### config.mk
export PLATFORM = sky130hd
export DESIGN_NAME = video_sync_gen
export DESIGN_NICKNAME = d
export VERILOG_FILES = /design/src/rtl/video_sync_gen_pkg.sv /design/src/rtl/video_sync_gen_counter.sv /design/src/rtl/video_sync_gen.sv
export SDC_FILE = /design/constraint.sdc
export NUM_CORES = 1
export LEC_CHECK = 0
export CORE_ASPECT_RATIO = 0.6
export CORE_MARGIN = 10
export CORE_UTILIZATION = 35
export CTS_BUF_LIST = sky130_fd_sc_hd__clkbuf_4 sky130_fd_sc_hd__clkbuf_8
export CTS_CLUSTER_SIZE = 20
export DETAILED_ROUTE_END_ITERATION = 8
export RECOVER_POWER = 25
export SYNTH_ARGS = -nofsm -noshare
export SYNTH_HDL_FRONTEND = slang
export SYNTH_SLANG_ARGS = --single-unit
### constraint.sdc
create_clock -name clk_in -period 2.1 [get_ports clk_in]
set_input_delay 0.42 -clock clk_in [delete_from_list [all_inputs] [get_ports clk_in]]
set_output_delay 0.42 -clock clk_in [all_outputs]
set_load 0.02 [all_outputs]
### src/rtl/video_sync_gen_pkg.sv
// rtl/video_sync_gen_pkg.sv - shared constants, output bundle type and helpers for the sync generator
package video_sync_gen_pkg;

    localparam logic FORMAT_NTSC = 1'b0;
    localparam logic FORMAT_PAL  = 1'b1;
    localparam logic TRUE        = 1'b1;
    localparam logic FALSE       = 1'b0;
    localparam int   CLK_FREQ    = 27_000_000;

    // Broadcast timing defaults at 27 MHz; the top exposes each as an overridable parameter
    localparam int DEF_H_TOTAL_PAL  = 1728;
    localparam int DEF_H_TOTAL_NTSC = 1716;
    localparam int DEF_V_TOTAL_PAL  = 312;
    localparam int DEF_V_TOTAL_NTSC = 262;
    localparam int DEF_HSYNC_LEN    = 127;
    localparam int DEF_VSYNC_LINES  = 3;
    localparam int DEF_H_ACT_START  = 264;
    localparam int DEF_H_ACT_LEN    = 1440;
    localparam int DEF_V_ACT_START  = 21;
    localparam int DEF_V_ACT_PAL    = 288;
    localparam int DEF_V_ACT_NTSC   = 240;

    localparam int H_CNT_W = 11;
    localparam int V_CNT_W = 9;

    // Everything the generator drives, registered together so all outputs share one latency
    typedef struct packed {
        logic               hsync;
        logic               vsync;
        logic               active;
        logic               field_start;
        logic [V_CNT_W-1:0] line;
        logic               format;
    } sync_out_t;

    // Idle and reset present the same levels: syncs released, no active video
    localparam sync_out_t SYNC_IDLE = '{
        hsync:       1'b1,
        vsync:       1'b1,
        active:      1'b0,
        field_start: 1'b0,
        line:        '0,
        format:      FORMAT_NTSC
    };

    // Half-open window test lo <= val < hi
    function automatic logic in_window(input logic [H_CNT_W-1:0] val,
                                       input logic [H_CNT_W-1:0] lo,
                                       input logic [H_CNT_W-1:0] hi);
        return (val >= lo) && (val < hi);
    endfunction

endpackage

### src/rtl/video_sync_gen_counter.sv
// rtl/video_sync_gen_counter.sv - h/v raster counters with field-boundary format latch and enable hold
module sync_counter
    import video_sync_gen_pkg::*;
(
    input  logic               clk_in,
    input  logic               rst_in,
    input  logic               enable_in,
    input  logic               format_sel,
    input  logic [H_CNT_W-1:0] h_total,
    input  logic [V_CNT_W-1:0] v_total,
    output logic [H_CNT_W-1:0] h_cnt,
    output logic [V_CNT_W-1:0] v_cnt,
    output logic               fmt_cur
);

    logic [H_CNT_W-1:0] h_cnt_q, h_cnt_d;
    logic [V_CNT_W-1:0] v_cnt_q, v_cnt_d;
    logic               fmt_cur_q, fmt_cur_d;
    logic               h_last;
    logic               v_last;

    // Advance the raster; the format may only change where a field ends or while idle
    always_comb begin
        h_cnt_d   = h_cnt_q;
        v_cnt_d   = v_cnt_q;
        fmt_cur_d = fmt_cur_q;
        // >= rather than == so a counter can never run past its total
        h_last    = (h_cnt_q >= (h_total - 11'd1));
        v_last    = (v_cnt_q >= (v_total - 9'd1));
        if (!enable_in) begin
            h_cnt_d   = '0;
            v_cnt_d   = '0;
            fmt_cur_d = format_sel;
        end else if (h_last) begin
            h_cnt_d = '0;
            if (v_last) begin
                v_cnt_d   = '0;
                fmt_cur_d = format_sel;
            end else begin
                v_cnt_d = v_cnt_q + 9'd1;
            end
        end else begin
            h_cnt_d = h_cnt_q + 11'd1;
        end
    end

    // Counter and format state, cleared asynchronously to the NTSC origin
    always_ff @(posedge clk_in or posedge rst_in) begin
        if (rst_in) begin
            h_cnt_q   <= '0;
            v_cnt_q   <= '0;
            fmt_cur_q <= FORMAT_NTSC;
        end else begin
            h_cnt_q   <= h_cnt_d;
            v_cnt_q   <= v_cnt_d;
            fmt_cur_q <= fmt_cur_d;
        end
    end

    assign h_cnt   = h_cnt_q;
    assign v_cnt   = v_cnt_q;
    assign fmt_cur = fmt_cur_q;

endmodule

### src/rtl/video_sync_gen.sv
// rtl/video_sync_gen.sv - PAL/NTSC progressive sync timing generator with registered output decode
module video_sync_gen
    import video_sync_gen_pkg::*;
#(
    parameter int H_TOTAL_PAL  = DEF_H_TOTAL_PAL,
    parameter int H_TOTAL_NTSC = DEF_H_TOTAL_NTSC,
    parameter int V_TOTAL_PAL  = DEF_V_TOTAL_PAL,
    parameter int V_TOTAL_NTSC = DEF_V_TOTAL_NTSC,
    parameter int HSYNC_LEN    = DEF_HSYNC_LEN,
    parameter int VSYNC_LINES  = DEF_VSYNC_LINES,
    parameter int H_ACT_START  = DEF_H_ACT_START,
    parameter int H_ACT_LEN    = DEF_H_ACT_LEN,
    parameter int V_ACT_START  = DEF_V_ACT_START,
    parameter int V_ACT_PAL    = DEF_V_ACT_PAL,
    parameter int V_ACT_NTSC   = DEF_V_ACT_NTSC
)
(
    input  logic               clk_in,
    input  logic               rst_in,
    input  logic               enable_in,
    input  logic               format_sel,
    output logic               hsync_out,
    output logic               vsync_out,
    output logic               active_out,
    output logic               field_start,
    output logic [V_CNT_W-1:0] line_out,
    output logic               format_out
);

    localparam logic [H_CNT_W-1:0] HT_PAL   = H_CNT_W'(H_TOTAL_PAL);
    localparam logic [H_CNT_W-1:0] HT_NTSC  = H_CNT_W'(H_TOTAL_NTSC);
    localparam logic [V_CNT_W-1:0] VT_PAL   = V_CNT_W'(V_TOTAL_PAL);
    localparam logic [V_CNT_W-1:0] VT_NTSC  = V_CNT_W'(V_TOTAL_NTSC);
    localparam logic [H_CNT_W-1:0] HS_LEN   = H_CNT_W'(HSYNC_LEN);
    localparam logic [V_CNT_W-1:0] VS_LINES = V_CNT_W'(VSYNC_LINES);
    localparam logic [H_CNT_W-1:0] H_ACT_LO = H_CNT_W'(H_ACT_START);
    localparam logic [H_CNT_W-1:0] H_ACT_HI = H_CNT_W'(H_ACT_START + H_ACT_LEN);
    localparam logic [H_CNT_W-1:0] V_ACT_LO = H_CNT_W'(V_ACT_START);
    localparam logic [V_CNT_W-1:0] VA_PAL   = V_CNT_W'(V_ACT_PAL);
    localparam logic [V_CNT_W-1:0] VA_NTSC  = V_CNT_W'(V_ACT_NTSC);

    logic [H_CNT_W-1:0] h_total;
    logic [V_CNT_W-1:0] v_total;
    logic [V_CNT_W-1:0] v_act_len;
    logic [H_CNT_W-1:0] v_act_hi;
    logic [H_CNT_W-1:0] h_cnt;
    logic [V_CNT_W-1:0] v_cnt;
    logic               fmt_cur;
    sync_out_t          out_d, out_q;

    // Totals and active height follow the latched format, never the raw request
    always_comb begin
        h_total   = HT_NTSC;
        v_total   = VT_NTSC;
        v_act_len = VA_NTSC;
        if (fmt_cur == FORMAT_PAL) begin
            h_total   = HT_PAL;
            v_total   = VT_PAL;
            v_act_len = VA_PAL;
        end
        v_act_hi = V_ACT_LO + {2'b00, v_act_len};
    end

    sync_counter u_sync_counter (
        .clk_in     (clk_in),
        .rst_in     (rst_in),
        .enable_in  (enable_in),
        .format_sel (format_sel),
        .h_total    (h_total),
        .v_total    (v_total),
        .h_cnt      (h_cnt),
        .v_cnt      (v_cnt),
        .fmt_cur    (fmt_cur)
    );

    // Decode the current raster position; idle cycles present released syncs
    always_comb begin
        out_d        = SYNC_IDLE;
        out_d.format = fmt_cur;
        if (enable_in) begin
            out_d.hsync       = (h_cnt >= HS_LEN);
            out_d.vsync       = (v_cnt >= VS_LINES);
            out_d.active      = in_window(h_cnt, H_ACT_LO, H_ACT_HI) &&
                                in_window({2'b00, v_cnt}, V_ACT_LO, v_act_hi);
            out_d.field_start = (h_cnt == '0) && (v_cnt == '0);
            out_d.line        = v_cnt;
        end
    end

    // One register stage for every output so their mutual alignment is exact
    always_ff @(posedge clk_in or posedge rst_in) begin
        if (rst_in) begin
            out_q <= SYNC_IDLE;
        end else begin
            out_q <= out_d;
        end
    end

    assign hsync_out   = out_q.hsync;
    assign vsync_out   = out_q.vsync;
    assign active_out  = out_q.active;
    assign field_start = out_q.field_start;
    assign line_out    = out_q.line;
    assign format_out  = out_q.format;

endmodule

==> out/results.md <==
| Parameter | Value | Unit |
|---|---|---|
| GRT Total Usage | 9.94 | % |
| Number of clock sinks seen by CTS | 35 | - |
| Maximum VDD drop | 232 | uV |
| Final number of max-transition violations | 0 | - |
| Core region area | 5030 | um2 |
| Detailed Route WL | 3990 | um |
| Clock transition at the registers of the reported paths | 0.07 | ns |
| Pre-CTS setup slack | 0.194 | ns |
| Worst skew pair latency | 0.28 | ns |
| Count of input and output buffers | 17 | - |
| Met3 wire length | 367 | um |
| Netlist area before placement | 1810 | um2 |
| Async set-or-reset flop fraction in the synthesized netlist | 100 | % |
| Top layer reached by signal wires | met4 | - |
| Count of flip-flops with a built-in enable after synthesis | 0 | - |
| Max Cap Violations | 0 | - |
| Synthesized netlist net count | 189 | - |
| Yosys warns | 0 | - |
| Largest buffer count on any clock path | 2 | - |
| Mapped Cells | 174 | - |
| Areal power density over the cells | 696 | nW/um2 |
| Hold Path Class | reg2reg | - |
| Max Clk Rate | 523 | MHz |
| Kind of launch point of the worst setup path | register | - |
| Antenna Diode Count | 0 | - |
| Final-report hold violation count | 0 | - |
| Synthesis-stage register bit count | 35 | - |
| Metal2 WL | 1400 | um |
| Placed cell count | 260 | - |
| Path type of the worst setup path | reg2reg | - |
| Crit path setup slack, layout | 0.187 | ns |
| Final worst path period share | 91.1 | % |
| Vias in the first global route | 1276 | - |
| Row cnt | 20 | - |
| Actual slew at the worst max-slew pin | 0.868 | ns |
| Period minus WS final | 1.91 | ns |
| Result of the run | completed | - |
| Post-CTS Setup Inserts | 0 | - |
| Ys flop type | sky130_fd_sc_hd__dfrtp_1 | - |
| Root buffer selected by CTS | sky130_fd_sc_hd__clkbuf_8 | - |
| First-pass GRT wire length | 6790 | um |
| Share of the yosys chip area belonging to registers | 48.5 | % |
| Average footprint of a synthesized cell | 10.4 | um2 |
| First-iteration detailed-routing DRC count | 132 | - |
| CP required | 2.27 | ns |
| Antenna Violating Nets Remaining | 0 | - |
| Number of cells in the finished layout apart from fillers | 268 | - |
| CTS tree | done | - |
| Pre-Repair DR Iteration Count | 4 | - |
| Number of different library cells in the post-synthesis netlist | 48 | - |
| Die Wd | 113 | um |
| RSZ-0062 raised after global routing | false | - |
| Endpoint kind of the worst setup timing path | register | - |
| Detailed placement HPWL | 2970 | um |
| Routability congestion estimate | 0.882 | - |
| Slew margin rel. | 42.1 | % |
| Mean routed wirelength per cell | 14.9 | um |
| Die Footprint | 8540 | um2 |
| Starting density of the core | 36.0 | % |
| Via-per-instance ratio | 5.08 | - |
| Fraction of final layout cells sized beyond drive strength 1 | 13.4 | % |
| Setup TNS | 0 | ns |
| Post-layout net count | 216 | - |
| Congestion Overflow GR | 0 | - |
| Top-Level Pins | 18 | - |
| Number of design rule violations left after detail routing | 0 | - |
| Maximum level of the CTS H-tree | 2 | - |
| Leakage power summed over all cells | 0.997 | nW |
| WL met1 | 2170 | um |
| Post-cts hold buffer count | 0 | - |
| Finish-stage setup viols | 0 | - |
| Post-CTS Resized | 0 | - |
| Worst path arrival time | 2.09 | ns |
| Clock skew | 0.00291 | ns |
| Die height | 75.7 | um |
| Number of buffers inserted during clock tree synthesis | 5 | - |
| Maximum number of pins on one net before global-route repair | 36 | - |
| Total vias in the final route | 1361 | - |
| Commonest non-fill, non-tap cells in the layout | sky130_fd_sc_hd__dfrtp_1 (33), sky130_fd_sc_hd__nor2_1 (16), sky130_fd_sc_hd__clkdlybuf4s50_1 (16) | - |
| Layout overhead on the synthesized area | 21.7 | % |
| Minimum hold slack | 0.411 | ns |
| Number of antenna violations at the first check in global routing | 0 | - |
| Peak fanout along the critical path | 6 | - |
| Most common cell after layout, fill and taps aside | sky130_fd_sc_hd__dfrtp_1 | - |
[through the flow]
| stage | cell area (um2) | util, % | total power [mW] |
|---|---|---|---|
| finish | 2200 | 43.8 | 1.53 |
| CTS | 2210 | 43.9 | 1.55 |
| global route | 2200 | 43.8 | 1.60 |
| floorplan | 1810 | - | 0.849 |
| global placement | 2090 | 41.5 | 0.923 |
| detailed placement | 2090 | 41.5 | 0.924 |
[logic make-up after synthesis]
group / after synthesis / synth area share (%)
xor+xnor: 8 / 3.87
simple gates: 68 / 21.5
fa+ha+maj: 11 / 7.60
mux: 2 / 1.38
compound gates: 36 / 13.3
buf+inv: 14 / 3.80
flops: 35 / 48.5
[report_power, final]
group	internal, mW	switching (mW)	total, mW
registers	0.703	0.0249	0.727
logic	0.0771	0.105	0.182
clock network	0.384	0.240	0.624
[metal layers]
layer  GRT usage [%]  vias to the layer above
li1                -                      668
met1            15.0                      639
met2            11.8                       50
met3            3.85                        4
met4            3.78                        0
met5               0                        -
[synthesized netlist by cell type, types with 3 or more instances]
cell	number	area share, %
sky130_fd_sc_hd__a21boi_1	3	1.2
sky130_fd_sc_hd__nand2_1	10	2.1
sky130_fd_sc_hd__ha_1	11	7.6
sky130_fd_sc_hd__and3_1	3	1.0
sky130_fd_sc_hd__nand4_1	4	1.4
sky130_fd_sc_hd__o21ai_1	6	1.7
sky130_fd_sc_hd__o2bb2ai_1	3	1.5
sky130_fd_sc_hd__o21ai_0	5	1.4
sky130_fd_sc_hd__and2_1	11	3.8
sky130_fd_sc_hd__a21oi_1	4	1.1
sky130_fd_sc_hd__xor2_1	6	2.9
sky130_fd_sc_hd__dfrtp_1	33	46
sky130_fd_sc_hd__nand3_1	6	1.7
sky130_fd_sc_hd__nor2_1	16	3.3
sky130_fd_sc_hd__inv_1	9	1.9
sky130_fd_sc_hd__nand2b_1	4	1.4
[cell type report]
cell class | instances | area (um2)
clock buffer | 6 | 82.6
clock inverter | 2 | 35.0
fill | 486 | 2830
inverter | 9 | 33.8
multi-input combinational | 125 | 863
sequential | 35 | 878
tap | 66 | 82.6
timing repair buffer | 25 | 228
[flip-flops by register name, indices dropped and copies added, names as in the netlist]
name and cells:
u_sync_counter.v_cnt 9, line_out 9, format_out 1, vsync_out 1
hsync_out 1, u_sync_counter.fmt_cur 1, u_sync_counter.h_cnt 11, active_out 1
field_start 1
[critical path: stages, from the launching register on]
cell	delay, ns
sky130_fd_sc_hd__dfrtp_1	0.40
sky130_fd_sc_hd__inv_1	0.17
sky130_fd_sc_hd__ha_1	0.28
sky130_fd_sc_hd__a21oi_1	0.18
sky130_fd_sc_hd__o21ai_1	0.11
sky130_fd_sc_hd__a21o_2	0.27
sky130_fd_sc_hd__nand2_1	0.10
sky130_fd_sc_hd__mux2_4	0.29
[final timing paths]
check | start | depth (start not counted) | endpoint | slack (ns)
min in group asynchronous | rst_in | 3 | field_start | 0.84
max reg2reg | u_sync_counter.fmt_cur | 7 | u_sync_counter.fmt_cur | 0.19
min reg2reg | u_sync_counter.fmt_cur | 0 | format_out | 0.41
max in group asynchronous | rst_in | 3 | u_sync_counter.h_cnt[0] | 0.72
min | u_sync_counter.fmt_cur | 0 | format_out | 0.41
max | u_sync_counter.fmt_cur | 7 | u_sync_counter.fmt_cur | 0.19
Note: power is estimated with default switching activity, not from simulation.
